<file path="src/rtl/rom_arbiter.sv">
// rom_arbiter: two-port round-robin arbiter sharing a synchronous-read instruction ROM
module rom_arbiter #(
    parameter int ADDR_W = 32,
    parameter int DATA_W = 32,
    parameter logic [ADDR_W-1:0] MEM_BASE = '0,
    parameter logic [ADDR_W-1:0] MEM_SIZE = 32'h0001_0000
) (
    input  logic              clk_i,
    input  logic              rst_i,
    input  logic              flush_i,
    input  logic              m0_req_i,
    input  logic [ADDR_W-1:0] m0_addr_i,
    output logic              m0_gnt_o,
    output logic              m0_rvalid_o,
    output logic [DATA_W-1:0] m0_rdata_o,
    output logic              m0_rerr_o,
    input  logic              m1_req_i,
    input  logic [ADDR_W-1:0] m1_addr_i,
    output logic              m1_gnt_o,
    output logic              m1_rvalid_o,
    output logic [DATA_W-1:0] m1_rdata_o,
    output logic              m1_rerr_o,
    output logic              rom_re_o,
    output logic [ADDR_W-1:0] rom_addr_o,
    input  logic [DATA_W-1:0] rom_inst_i
);
    // one extra bit so the upper bound cannot wrap at the top of the address space
    localparam logic [ADDR_W:0] LO = {1'b0, MEM_BASE};
    localparam logic [ADDR_W:0] HI = LO + {1'b0, MEM_SIZE} - (ADDR_W+1)'(4);
    logic              pend_v_q, pend_v_d;
    logic              pend_id_q, pend_id_d;
    logic              pend_err_q, pend_err_d;
    logic              last_gnt_q, last_gnt_d;
    logic              elig0, elig1, err, v0, v1;
    logic [ADDR_W-1:0] gaddr;
    always_comb begin
        elig0       = rst_i & m0_req_i & ~flush_i;
        elig1       = rst_i & m1_req_i;
        m0_gnt_o    = elig0 & (~elig1 | last_gnt_q);
        m1_gnt_o    = elig1 & (~elig0 | ~last_gnt_q);
        gaddr       = m1_gnt_o ? m1_addr_i : m0_addr_i;
        err         = (gaddr[1:0] != 2'b00) | ({1'b0, gaddr} < LO) | ({1'b0, gaddr} > HI);
        rom_re_o    = (m0_gnt_o | m1_gnt_o) & ~err;
        rom_addr_o  = rom_re_o ? gaddr : '0;
        pend_v_d    = m0_gnt_o | m1_gnt_o;
        pend_id_d   = m1_gnt_o;
        pend_err_d  = err;
        last_gnt_d  = m1_gnt_o ? 1'b1 : m0_gnt_o ? 1'b0 : last_gnt_q;
        v0          = pend_v_q & ~pend_id_q & ~flush_i;
        v1          = pend_v_q & pend_id_q;
        m0_rvalid_o = v0;
        m0_rerr_o   = v0 & pend_err_q;
        m0_rdata_o  = (v0 & ~pend_err_q) ? rom_inst_i : '0;
        m1_rvalid_o = v1;
        m1_rerr_o   = v1 & pend_err_q;
        m1_rdata_o  = (v1 & ~pend_err_q) ? rom_inst_i : '0;
    end
    always_ff @(posedge clk_i or negedge rst_i) begin
        if (!rst_i) begin
            pend_v_q   <= 1'b0;
            pend_id_q  <= 1'b0;
            pend_err_q <= 1'b0;
            last_gnt_q <= 1'b1;
        end else begin
            pend_v_q   <= pend_v_d;
            pend_id_q  <= pend_id_d;
            pend_err_q <= pend_err_d;
            last_gnt_q <= last_gnt_d;
        end
    end
endmodule

</file>
<file path="config.mk">
export PLATFORM = sky130hd
export DESIGN_NAME = rom_arbiter
export DESIGN_NICKNAME = d
export VERILOG_FILES = /design/src/rtl/rom_arbiter.sv
export SDC_FILE = /design/constraint.sdc
export NUM_CORES = 1
export LEC_CHECK = 0
export ABC_AREA = 1
export BUFFER_PORTS_ARGS = -buffer_cell sky130_fd_sc_hd__buf_4
export CAP_MARGIN = 5
export CORE_AREA = 5 5 75 77
export CTS_CLUSTER_DIAMETER = 200
export DETAILED_ROUTE_END_ITERATION = 8
export DIE_AREA = 0 0 80 82
export GPL_ROUTABILITY_DRIVEN = 1
export PLACE_DENSITY = 0.83
export RECOVER_POWER = 50
export SYNTH_ARGS = -nofsm -noshare
export SYNTH_HDL_FRONTEND = slang
export SYNTH_SLANG_ARGS = --single-unit
</file>
<file path="constraint.sdc">
create_clock -name clk_i -period 2.4 [get_ports clk_i]
set_input_delay 0.12 -clock clk_i [delete_from_list [all_inputs] [get_ports clk_i]]
set_output_delay 0.12 -clock clk_i [all_outputs]
set_load 0.005 [all_outputs]
</file>
== Yosys cells after proc, flatten, opt, wreduce, memory -nomap -nowiden ==
Index checks and enable logic that the tools add are counted.
Word-level totals
  register bits after elaboration: 4
  input bits: 101
  output and inout port bits: 103
  word-level logic and storage cells: 37
Operators by class
  $lt $le $gt $ge: 1
  muxes and demuxes: 6
  bitwise gates (word level): 24
  reductions and logical operators: 2
Operator list (number)
  two-way mux 32 bit: 4
  > comparator 32 x 16 -> 1 bit (second input constant): 1
  bitwise AND 1 bit: 13
  inverter 1 bit: 7
  OR 1 bit: 4
  nonzero test 2 bit: 2
  two-way mux 1 bit: 2

== Longest topological paths before layout ==
Gate-level depths: netlist of the first run.
  depth after elaboration: 11
  depth in mapped cells: 12
  mapped depth without buffers: 11

== Worst setup path after synthesis of the first run ==
OpenSTA, ideal clock, no wires.
  path kind: reg2out
  start point: register last_gnt_q
  end point: output port rom_addr_o[10]
  data arrival time: 1649 ps
  required time: 2280 ps
  setup slack: 631 ps
  cell stages (with the launch flop): 11
  buffers on the path: 2
  cells stage by stage: dfstp_2 > nand4_2 > buf_2 > nand3_1 > nand2_1 > nor2_1 > nand2_1 > nor2_1 > nand3_2 > buf_6 > nor2_2
Between the ends
  word-level cells in the longest chain between the ends: 9
  elaborated cells on any way between the ends: 13
  classes of those cells: 1 x order compare; 2 x mux; 9 x bitwise; 1 x reduce/logical
RTL lines
  start: declaration: line 33  | logic last_gnt_q, last_gnt_d;
  start signal: assignment: line 68  | last_gnt_q <= last_gnt_d;
  inverter 1 bit: line 40  | m1_gnt_o = elig1 & (~elig0 | ~last_gnt_q);
  OR 1 bit: line 40
  bitwise AND 1 bit: line 40
  two-way mux 32 bit: line 41  | gaddr = m1_gnt_o ? m1_addr_i : m0_addr_i;
  > comparator 32 x 16 -> 1 bit or nonzero test 2 bit (tied branches): line 42  | err = (gaddr[1:0] != 2'b00) | ({1'b0, gaddr} < LO) | ({1'b0, gaddr} > HI);
  OR 1 bit: line 42
  inverter 1 bit: line 43  | rom_re_o = (m0_gnt_o | m1_gnt_o) & ~err;
  bitwise AND 1 bit: line 43
  two-way mux 32 bit *: line 44  | rom_addr_o = rom_re_o ? gaddr : '0;
  end: declaration: line 24  | output logic [ADDR_W-1:0] rom_addr_o,
Mark *: on every way between the ends. The rest lies on a longest branch, timed or not.

== Worst setup path after layout of the first run ==
  start point: register last_gnt_q
  end point: output port rom_addr_o[2]
The elaborated chain is that of the path after synthesis.

==> impl_metrics.toml, run 1 <==
[grt]
global_route.usage.total = 0.170
grt_pass1_wl_mm = 8.91
grt_start_max_net_pins = 33
grt_pass1_vias = 1981
globalRouteOverflowTotal = 0
antenna_found_initial = 0

[final_layout]
antenna_cells_inserted = 0
num-nets-final = 541
multi_input_area_um2 = 963
seqCellArea_um2 = 101
areaGrowthSynthToFinish_pct = 119
finalCoreUtilization = 0.568
fillerInstances = 487
post_route_cells_drive_above_1_share = 0.497
stdcell_area_um2 = 2810

[critical_path]
worst_ep_required_time_ns = 2.28
timing.rr.start = "last_gnt_q"
worstSetupEndpointType = "primary output"
crit_path_cell_trace = "nand4_4, buf_8, nand3_1, nand2_1, nor2_1, nand3_2, nor2_4, nand3_4, nor2_2, buf_4"
setup.worst_path.end = "rom_addr_o[2]"
r2r-end = "pend_err_q"
critical_path.startpoint_type = "flip-flop"
worstSetupPathType = "reg -> out"
critPathSlowestCell = "dfstp_2"
worst-r2r-setup-slack_ns = 0.63
worst_ep_arrival_time_ns = 2.10
max_stage_delay_ns = 0.54
reg2reg_depth = 9
critical_path.max_fanout = 12
worstSetupStartpoint = "last_gnt_q"

[yosys]
synthesis.yosys.warnings = 0
seq_area_frac_synth = 0.0790
edff_count_synth = 0
synthTopCellsByArea = "nor2_1 (24%), nand2_1 (15%), inv_1 (11%), mux2i_1 (11%), buf_4 (11%)"
synth_area_per_cell_um2 = 5.09
synthDominantCellAreaShare = 0.237
yosys_most_used_dff = "dfrtp_1"
syn-cell-area_um2 = 1280
syn_inst = 252
synth_top_cell_by_area = "nor2_1"
postSynthRegisterBits = 4
yosys.cell_count.top_type = "nor2_1"
ys_types = 20
async_set_reset_flop_share_out_of_synthesis = 1.00
ys_top_cells_by_count = "nor2_1 (81), nand2_1 (52), inv_1 (38)"

[detailed_routing]
detailroute.via_count = 2113
wl_met1_mm = 2.13
met3_length_um = 786
routed.top_layer = "met4"
wirelength_mm = 6.36
firstDrtPassIters = 4
vias_per_cell = 4.15
route.met2.wl_mm = 3.42
remaining_drc_errors = 0
antenna_left = 0
initialDrtViolationCount = 36
average_wire_per_standard_cell_um = 12.5

[placement]
placement.io_buffers = 185
hpwlAfterDp_mm = 5.37
routabilityCongestion = 0.824
area_of_placed_instances_um2 = 2650
dp_worst_setup_slack_ns = 0.0545

[power]
p_leak_nw = 1.83
pwr_density_cell_nw_per_um2 = 178
peakVddDrop_mv = 0.144

[sta]
finalCritPeriodShare = 0.925
hold_slack_final_ns = 0.316
final_max_slew_viol_count = 0
setup-violations-final = 0
layout_min_cycle_time_ns = 2.22
post-route-worst-setup-slack_ns = 0.179
grt_setup_unrepaired = "no"
finalSetupTns_ns = 0
final.setup_skew_ns = 0.00216
timing.final.hold_violations = 0
timing.fmax_ghz = 0.450

[clock_network]
root_buffer = "clkbuf_8"
clock_insertion_delay_worst_skew_ns = 0.22
cts_buffers = 3
tritoncts = "yes"
cts_buffer_depth = 2
clkTransAtPathRegs_ns = 0.03
h_tree_level_count = 1
cts_num_sinks = 4

[floorplan]
floorplan.die.height_um = 82
die-width_um = 80
rows = 26
total_core_area_um2 = 4940
start_util = 0.259
area_enclosed_by_the_die_boundary_um2 = 6560
io_pins = 204

[worst_hold_path]
min-delay-path-class = "in -> async"

[status]
outcome = "complete, no violations"

[job]
number_of_max_cap_violations = 0
## layout make-up
class                           instances  share of cell area
Timing Repair Buffer                  194               0.519
Multi-Input combinational cell        196               0.343
Inverter                               41              0.0548
Sequential cell                         4              0.0361
Tap cell                               70              0.0312
Clock buffer                            4              0.0160
## routing by layer
layer	vias to the layer above	GRT usage
met5	-	0
met4	0	0.0203
met3	2	0.0625
met2	116	0.336
met1	913	0.173
li1	1082	-
## how the worst min path moves through the flow
stage           from  cells past startpoint  slack [ns]    endpoint
3_5_place_dp   rst_i                      1       -0.06  pend_err_q
3_3_place_gp   rst_i                      1       -0.07  pend_err_q
4_1_cts        rst_i                      2        0.31  pend_err_q
5_1_grt        rst_i                      2        0.34  pend_err_q
2_1_floorplan  rst_i                      0       -0.18  pend_err_q
6_report       rst_i                      2        0.32  pend_err_q
## per-stage QoR
stage | instances | power [mW]
floorplan | 269 | 0.204
global placement | 498 | 0.326
detailed placement | 498 | 0.333
CTS | 504 | 0.492
global route | 509 | 0.541
finish | 509 | 0.501
## timing repair
action                     4_1_cts  5_1_grt
pin swaps                        1        4
setup endpoints to repair       15       15
hold buffers                     1        0
hold endpoints to repair         4        0
setup buffers                    0        4
cloned                           1        1
gates resized for setup          5        8
## cell usage in the layout (no fill, tap or decap), drive strengths merged, types with 2 or more instances in the layout
master	instances
buf	191
nor2	91
nand2	54
inv	41
conb	18
mux2i	14
nand3	14
clkbuf	6
dfrtp	3
o21ai	2
## flip-flops by register name, summed over array words and instances, names as in the netlist
name and flops:
pend_err_q 1, last_gnt_q 1, pend_v_q 1, pend_id_q 1
## cell families (layout without fill, tap and decap cells)
family	after synthesis	count (layout)	synth area share
AO/OA/AOI/OAI	2	2	0.00781
other	1	18	0.00292
flip-flops	4	4	0.0790
buffers and inverters	71	239	0.281
multiplexers	14	14	0.109
AND/OR/NAND/NOR	160	162	0.520
## report_power, final
part	leakage, nW	total (mW)	switching (mW)	internal [mW]
combinational	1.76	0.272	0.118	0.154
clock	0.0228	0.149	0.0359	0.114
sequential	0.0446	0.0795	0.00440	0.0751
## worst max-delay path, delay by kind of cell (launching register included)
family | cells | cell delay (ns)
buf+inv | 2 | 0.31
flops | 1 | 0.54
simple gates | 8 | 1.04
Note: power is estimated with default switching activity, not from simulation.
==> inputs of run 2 (changes only) <==
--- a/config.mk
+++ b/config.mk
@@ -15,6 +15,7 @@
 export GPL_ROUTABILITY_DRIVEN = 1
 export PLACE_DENSITY = 0.83
 export RECOVER_POWER = 50
+export SETUP_SLACK_MARGIN = 0.5
 export SYNTH_ARGS = -nofsm -noshare
 export SYNTH_HDL_FRONTEND = slang
 export SYNTH_SLANG_ARGS = --single-unit
==> impl_metrics.toml, run 2 (synthesized netlist as in run 1, its figures left out) <==
[status]
outcome = "complete, no violations"

[final_layout]
num-nets-final = 545
post_route_cells_drive_above_1_share = 0.526
finalCoreUtilization = 0.588
areaGrowthSynthToFinish_pct = 127
layout_commonest_cell = "buf_4"
antenna_cells_inserted = 0
layout.cells.most_common_list = "buf_4 (156), nor2_1 (71), nand2_1 (51), inv_1 (37), clkbuf_4 (31)"
stdcell_area_um2 = 2910

[clock_network]
cts_buffer_depth = 2
root_buffer = "clkbuf_8"
cts_num_sinks = 4
clock_insertion_delay_worst_skew_ns = 0.22
tritoncts = "yes"
cts_buffers = 3
h_tree_level_count = 1
clkTransAtPathRegs_ns = 0.03

[sta]
hold_slack_final_ns = 0.319
timing.fmax_ghz = 0.450
final_max_slew_viol_count = 0
tightestPinTransition_ns = 0.604
setup-violations-final = 0
final.setup_skew_ns = 0.00196
timing.max_slew.rel_slack = 0.597
finalSetupTns_ns = 0
grt_setup_unrepaired = "yes"
finalCritPeriodShare = 0.926
layout_min_cycle_time_ns = 2.22
timing.final.hold_violations = 0

[grt]
global_route.usage.total = 0.178
antenna_found_initial = 0
grt_start_max_net_pins = 33
grt_pass1_vias = 2064
globalRouteOverflowTotal = 0
grt_pass1_wl_mm = 9.28

[critical_path]
critical_path.max_fanout = 7
critical_path.startpoint_type = "flip-flop"
r2r-end = "pend_err_q"
worst_ep_arrival_time_ns = 2.10
reg2reg_depth = 11
worst-r2r-setup-slack_ns = 0.70
worst_ep_required_time_ns = 2.28
timing.rr.start = "last_gnt_q"
worstSetupStartpoint = "last_gnt_q"
worstSetupPathType = "reg -> out"
worstSetupEndpointType = "primary output"

[floorplan]
floorplan.die.height_um = 82
io_pins = 204
start_util = 0.259
area_enclosed_by_the_die_boundary_um2 = 6560
die-width_um = 80
total_core_area_um2 = 4940
rows = 26

[worst_hold_path]
min-delay-path-class = "in -> async"

[placement]
hpwlAfterDp_mm = 5.37
routabilityCongestion = 0.824
placement.io_buffers = 185
area_of_placed_instances_um2 = 2650

[detailed_routing]
antenna_left = 0
initialDrtViolationCount = 62
remaining_drc_errors = 0
wirelength_mm = 6.61
average_wire_per_standard_cell_um = 12.9
vias_per_cell = 4.22
firstDrtPassIters = 4
detailroute.via_count = 2164

[power]
fin_total_pwr_uw = 518
peakVddDrop_mv = 0.147
pwr_density_cell_nw_per_um2 = 178
p_leak_nw = 1.83

[job]
number_of_max_cap_violations = 0
-- run 2: changes by cell type in the layout (fill, tap and decap cells not counted), sizes merged --
cell,delta
clkbuf,+34
buf,-30
-- run 2: per-layer routing --
| metal | track usage | up-vias | wire, um |
|---|---|---|---|
| met3 | 0.0647 | 4 | 763 |
| li1 | - | 1087 | - |
| met4 | 0.0236 | 0 | 36 |
| met1 | 0.178 | 953 | 2240 |
| met5 | 0 | - | 0 |
| met2 | 0.355 | 120 | 3580 |
-- run 2: area by class of cell --
class	count	area, um2
clock buffers	4	45.0
fillers	466	2040
inverters	41	159
multi-input cells	196	1010
flip-flops and latches	4	101
well taps	70	87.6
repair buffers	198	1500
-- run 2: through the flow --
step | cells | worst slack [ns]
after floorplan | 269 | 0.631
after global placement | 498 | 0.206
after detailed placement | 498 | 0.0545
after CTS | 510 | 0.221
after global routing | 513 | 0.0454
final | 513 | 0.178
-- run 2: worst max path at each step --
| stage | to | slack [ns] | cells after the start |
|---|---|---|---|
| 2_1_floorplan | rom_addr_o[10] | 0.63 | 10 |
| 3_3_place_gp | rom_addr_o[8] | 0.21 | 11 |
| 3_5_place_dp | rom_addr_o[2] | 0.05 | 11 |
| 4_1_cts | rom_addr_o[2] | 0.22 | 10 |
| 5_1_grt | rom_addr_o[5] | 0.05 | 11 |
| 6_report | rom_addr_o[15] | 0.18 | 11 |
-- run 2: report_power, final --
| group | internal, mW | switching [mW] | leakage, nW |
|---|---|---|---|
| Combinational | 0.160 | 0.129 | 1.76 |
| Clock | 0.114 | 0.0364 | 0.0228 |
| Sequential | 0.0742 | 0.00443 | 0.0437 |
| Total | 0.348 | 0.169 | 1.83 |
-- run 2: critical path, cell delays in order (launching register included) --
cell and delay [ns]:
dfstp_1 0.55, nand4_4 0.14, buf_6 0.17, nand3_1 0.06, nand2_1 0.05, nor2_1 0.12
nand2_1 0.10, nor2_4 0.19, buf_12 0.13, nand3_4 0.13, nor2_2 0.12, buf_4 0.12
-- run 2: repair_timing --
item,4_1_cts,5_1_grt
hold buffers,1,0
cloned,3,0
buffers inserted,4,3
setup endpoints to repair,15,15
endpoints found under the hold margin,4,0
gates resized for setup,17,18
pin swaps,15,14
==> inputs of run 3 (changes only) <==
--- a/config.mk
+++ b/config.mk
@@ -9,11 +9,12 @@
 export BUFFER_PORTS_ARGS = -buffer_cell sky130_fd_sc_hd__buf_4
 export CAP_MARGIN = 5
 export CORE_AREA = 5 5 75 77
+export CTS_BUF_LIST = sky130_fd_sc_hd__clkbuf_8 sky130_fd_sc_hd__clkbuf_16
 export CTS_CLUSTER_DIAMETER = 200
 export DETAILED_ROUTE_END_ITERATION = 8
 export DIE_AREA = 0 0 80 82
 export GPL_ROUTABILITY_DRIVEN = 1
-export PLACE_DENSITY = 0.83
+export PLACE_DENSITY = 0.75
 export RECOVER_POWER = 50
 export SETUP_SLACK_MARGIN = 0.5
 export SYNTH_ARGS = -nofsm -noshare
==> impl_metrics.toml, run 3 (synthesized netlist as in run 1, its figures left out) <==
[status]
outcome = "complete, no violations"

[worst_hold_path]
min-delay-path-class = "in -> reg"

[floorplan]
die-width_um = 80
io_pins = 204
area_enclosed_by_the_die_boundary_um2 = 6560
total_core_area_um2 = 4940
rows = 26
start_util = 0.259
floorplan.die.height_um = 82

[power]
peakVddDrop_mv = 0.156
pwr_density_cell_nw_per_um2 = 179
p_leak_nw = 1.79

[critical_path]
worstSetupPathType = "reg -> out"
worstSetupEndpointType = "primary output"
max_stage_delay_ns = 0.56
critPathSlowestCell = "dfstp_1"
crit_path_cell_trace = "nand4_4, buf_6, nand3_1, nand2_1, nor2_2, nand3_2, nor2_4, nand3_4, nor2_1, buf_4"
critical_path.startpoint_type = "flip-flop"
worst_ep_arrival_time_ns = 2.08
cp_top_family = "simple AND/OR/NAND/NOR gates"
critical_path.max_fanout = 8
cp_num_buf_inv = 2
worst_ep_required_time_ns = 2.28

[sta]
finalCritPeriodShare = 0.916
timing.final.hold_violations = 0
finalSetupTns_ns = 0
timing.fmax_ghz = 0.455
grt_setup_unrepaired = "yes"
final_max_slew_viol_count = 0
setup-violations-final = 0
hold_slack_final_ns = 0.347
final.setup_skew_ns = 0.00205
layout_min_cycle_time_ns = 2.20

[clock_network]
root_buffer = "clkbuf_8"
h_tree_level_count = 1
cts_num_sinks = 4
clkTransAtPathRegs_ns = 0.03
cts_buffer_depth = 2
cts_buffers = 3
tritoncts = "yes"
clock_insertion_delay_worst_skew_ns = 0.22

[final_layout]
antenna_cells_inserted = 0
fillerInstances = 508
layout_commonest_cell = "buf_4"
areaGrowthSynthToFinish_pct = 118
post_route_cells_drive_above_1_share = 0.489
layout.cells.most_common_list = "buf_4 (153), nor2_1 (76), nand2_1 (51), inv_1 (39), clkbuf_4 (27)"
num-nets-final = 540

[grt]
grt_pass1_vias = 1910
antenna_found_initial = 0
grt_pass1_wl_mm = 9.16
grt_start_max_net_pins = 26
global_route.usage.total = 0.179
globalRouteOverflowTotal = 0

[detailed_routing]
wirelength_mm = 6.56
initialDrtViolationCount = 43
detailroute.via_count = 2086
firstDrtPassIters = 4
antenna_left = 0
remaining_drc_errors = 0
vias_per_cell = 4.11
average_wire_per_standard_cell_um = 12.9

[placement]
placement.io_buffers = 185
hpwlAfterDp_mm = 5.51
routabilityCongestion = 0.902

[job]
number_of_max_cap_violations = 0
run 3: cell types whose count changed in the layout (fill, tap and decap cells not counted), moves of 3 or more:
cell	change
nor2_1	+5
clkbuf_4	-4
nor2_4	-4
buf_4	-3
nand3_1	+3
nand3_2	-3
clkbuf_1	+4
run 3: path summary, 6_finish.rpt:
kind	start	endpoint	slack [ns]	cells past startpoint
max	last_gnt_q	rom_addr_o[2]	0.20	10
min	m0_addr_i[28]	pend_err_q	0.35	7
max reg2reg	last_gnt_q	pend_err_q	0.75	8
min reg2reg	last_gnt_q	last_gnt_q	0.59	2
max in group asynchronous	rst_i	last_gnt_q	1.73	2
min in group asynchronous	rst_i	pend_v_q	0.43	2
run 3: area by class of cell:
type / instances / area [um2] / share of cell area
Timing Repair inverter: 1 / 6.26 / 0.00224
Timing Repair Buffer: 193 / 1430 / 0.511
Multi-Input combinational cell: 195 / 967 / 0.346
Inverter: 41 / 161 / 0.0577
Clock inverter: 1 / 3.75 / 0.00134
Sequential cell: 4 / 101 / 0.0362
Tap cell: 70 / 87.6 / 0.0313
Clock buffer: 3 / 41.3 / 0.0148
run 3: repair_timing:
item	CTS	global route
setup buffers	2	0
hold buffers	1	0
gates cloned	2	1
setup endpoints to repair	15	15
endpoints found under the hold margin	4	0
resized for setup	12	10
pin swaps	11	5
run 3: where the power goes:
part	internal [mW]	switching, mW	leakage, nW	total, mW
registers	0.0743	0.00454	0.0437	0.0788
logic	0.156	0.120	1.72	0.276
clock network	0.109	0.0377	0.0269	0.147
total	0.339	0.162	1.79	0.502
run 3: per-layer routing:
metal  wire (um)  GRT usage  part of all wire
met3         774     0.0636              0.12
met5           0          0                 0
met4          44     0.0405            0.0067
met2        3540      0.353              0.54
met1        2210      0.178              0.34
run 3: stage by stage:
stage | instance area [um2] | power (mW) | util | cells | setup slack, ns
floorplan | 1350 | 0.204 | - | 269 | 0.631
global placement | 2650 | 0.328 | 0.535 | 498 | 0.247
detailed placement | 2650 | 0.330 | 0.535 | 498 | 0.191
CTS | 2790 | 0.497 | 0.564 | 507 | 0.262
global route | 2800 | 0.542 | 0.566 | 508 | 0.0585
finish | 2800 | 0.502 | 0.566 | 508 | 0.201
run 3: worst register-to-register path: stages (launching register included):
cell	delay, ns
dfstp_1	0.56
nand4_4	0.15
buf_6	0.18
nand3_1	0.06
nand2_1	0.08
nor2_2	0.13
nand3_2	0.10
nor2_4	0.17
nand2_1	0.09
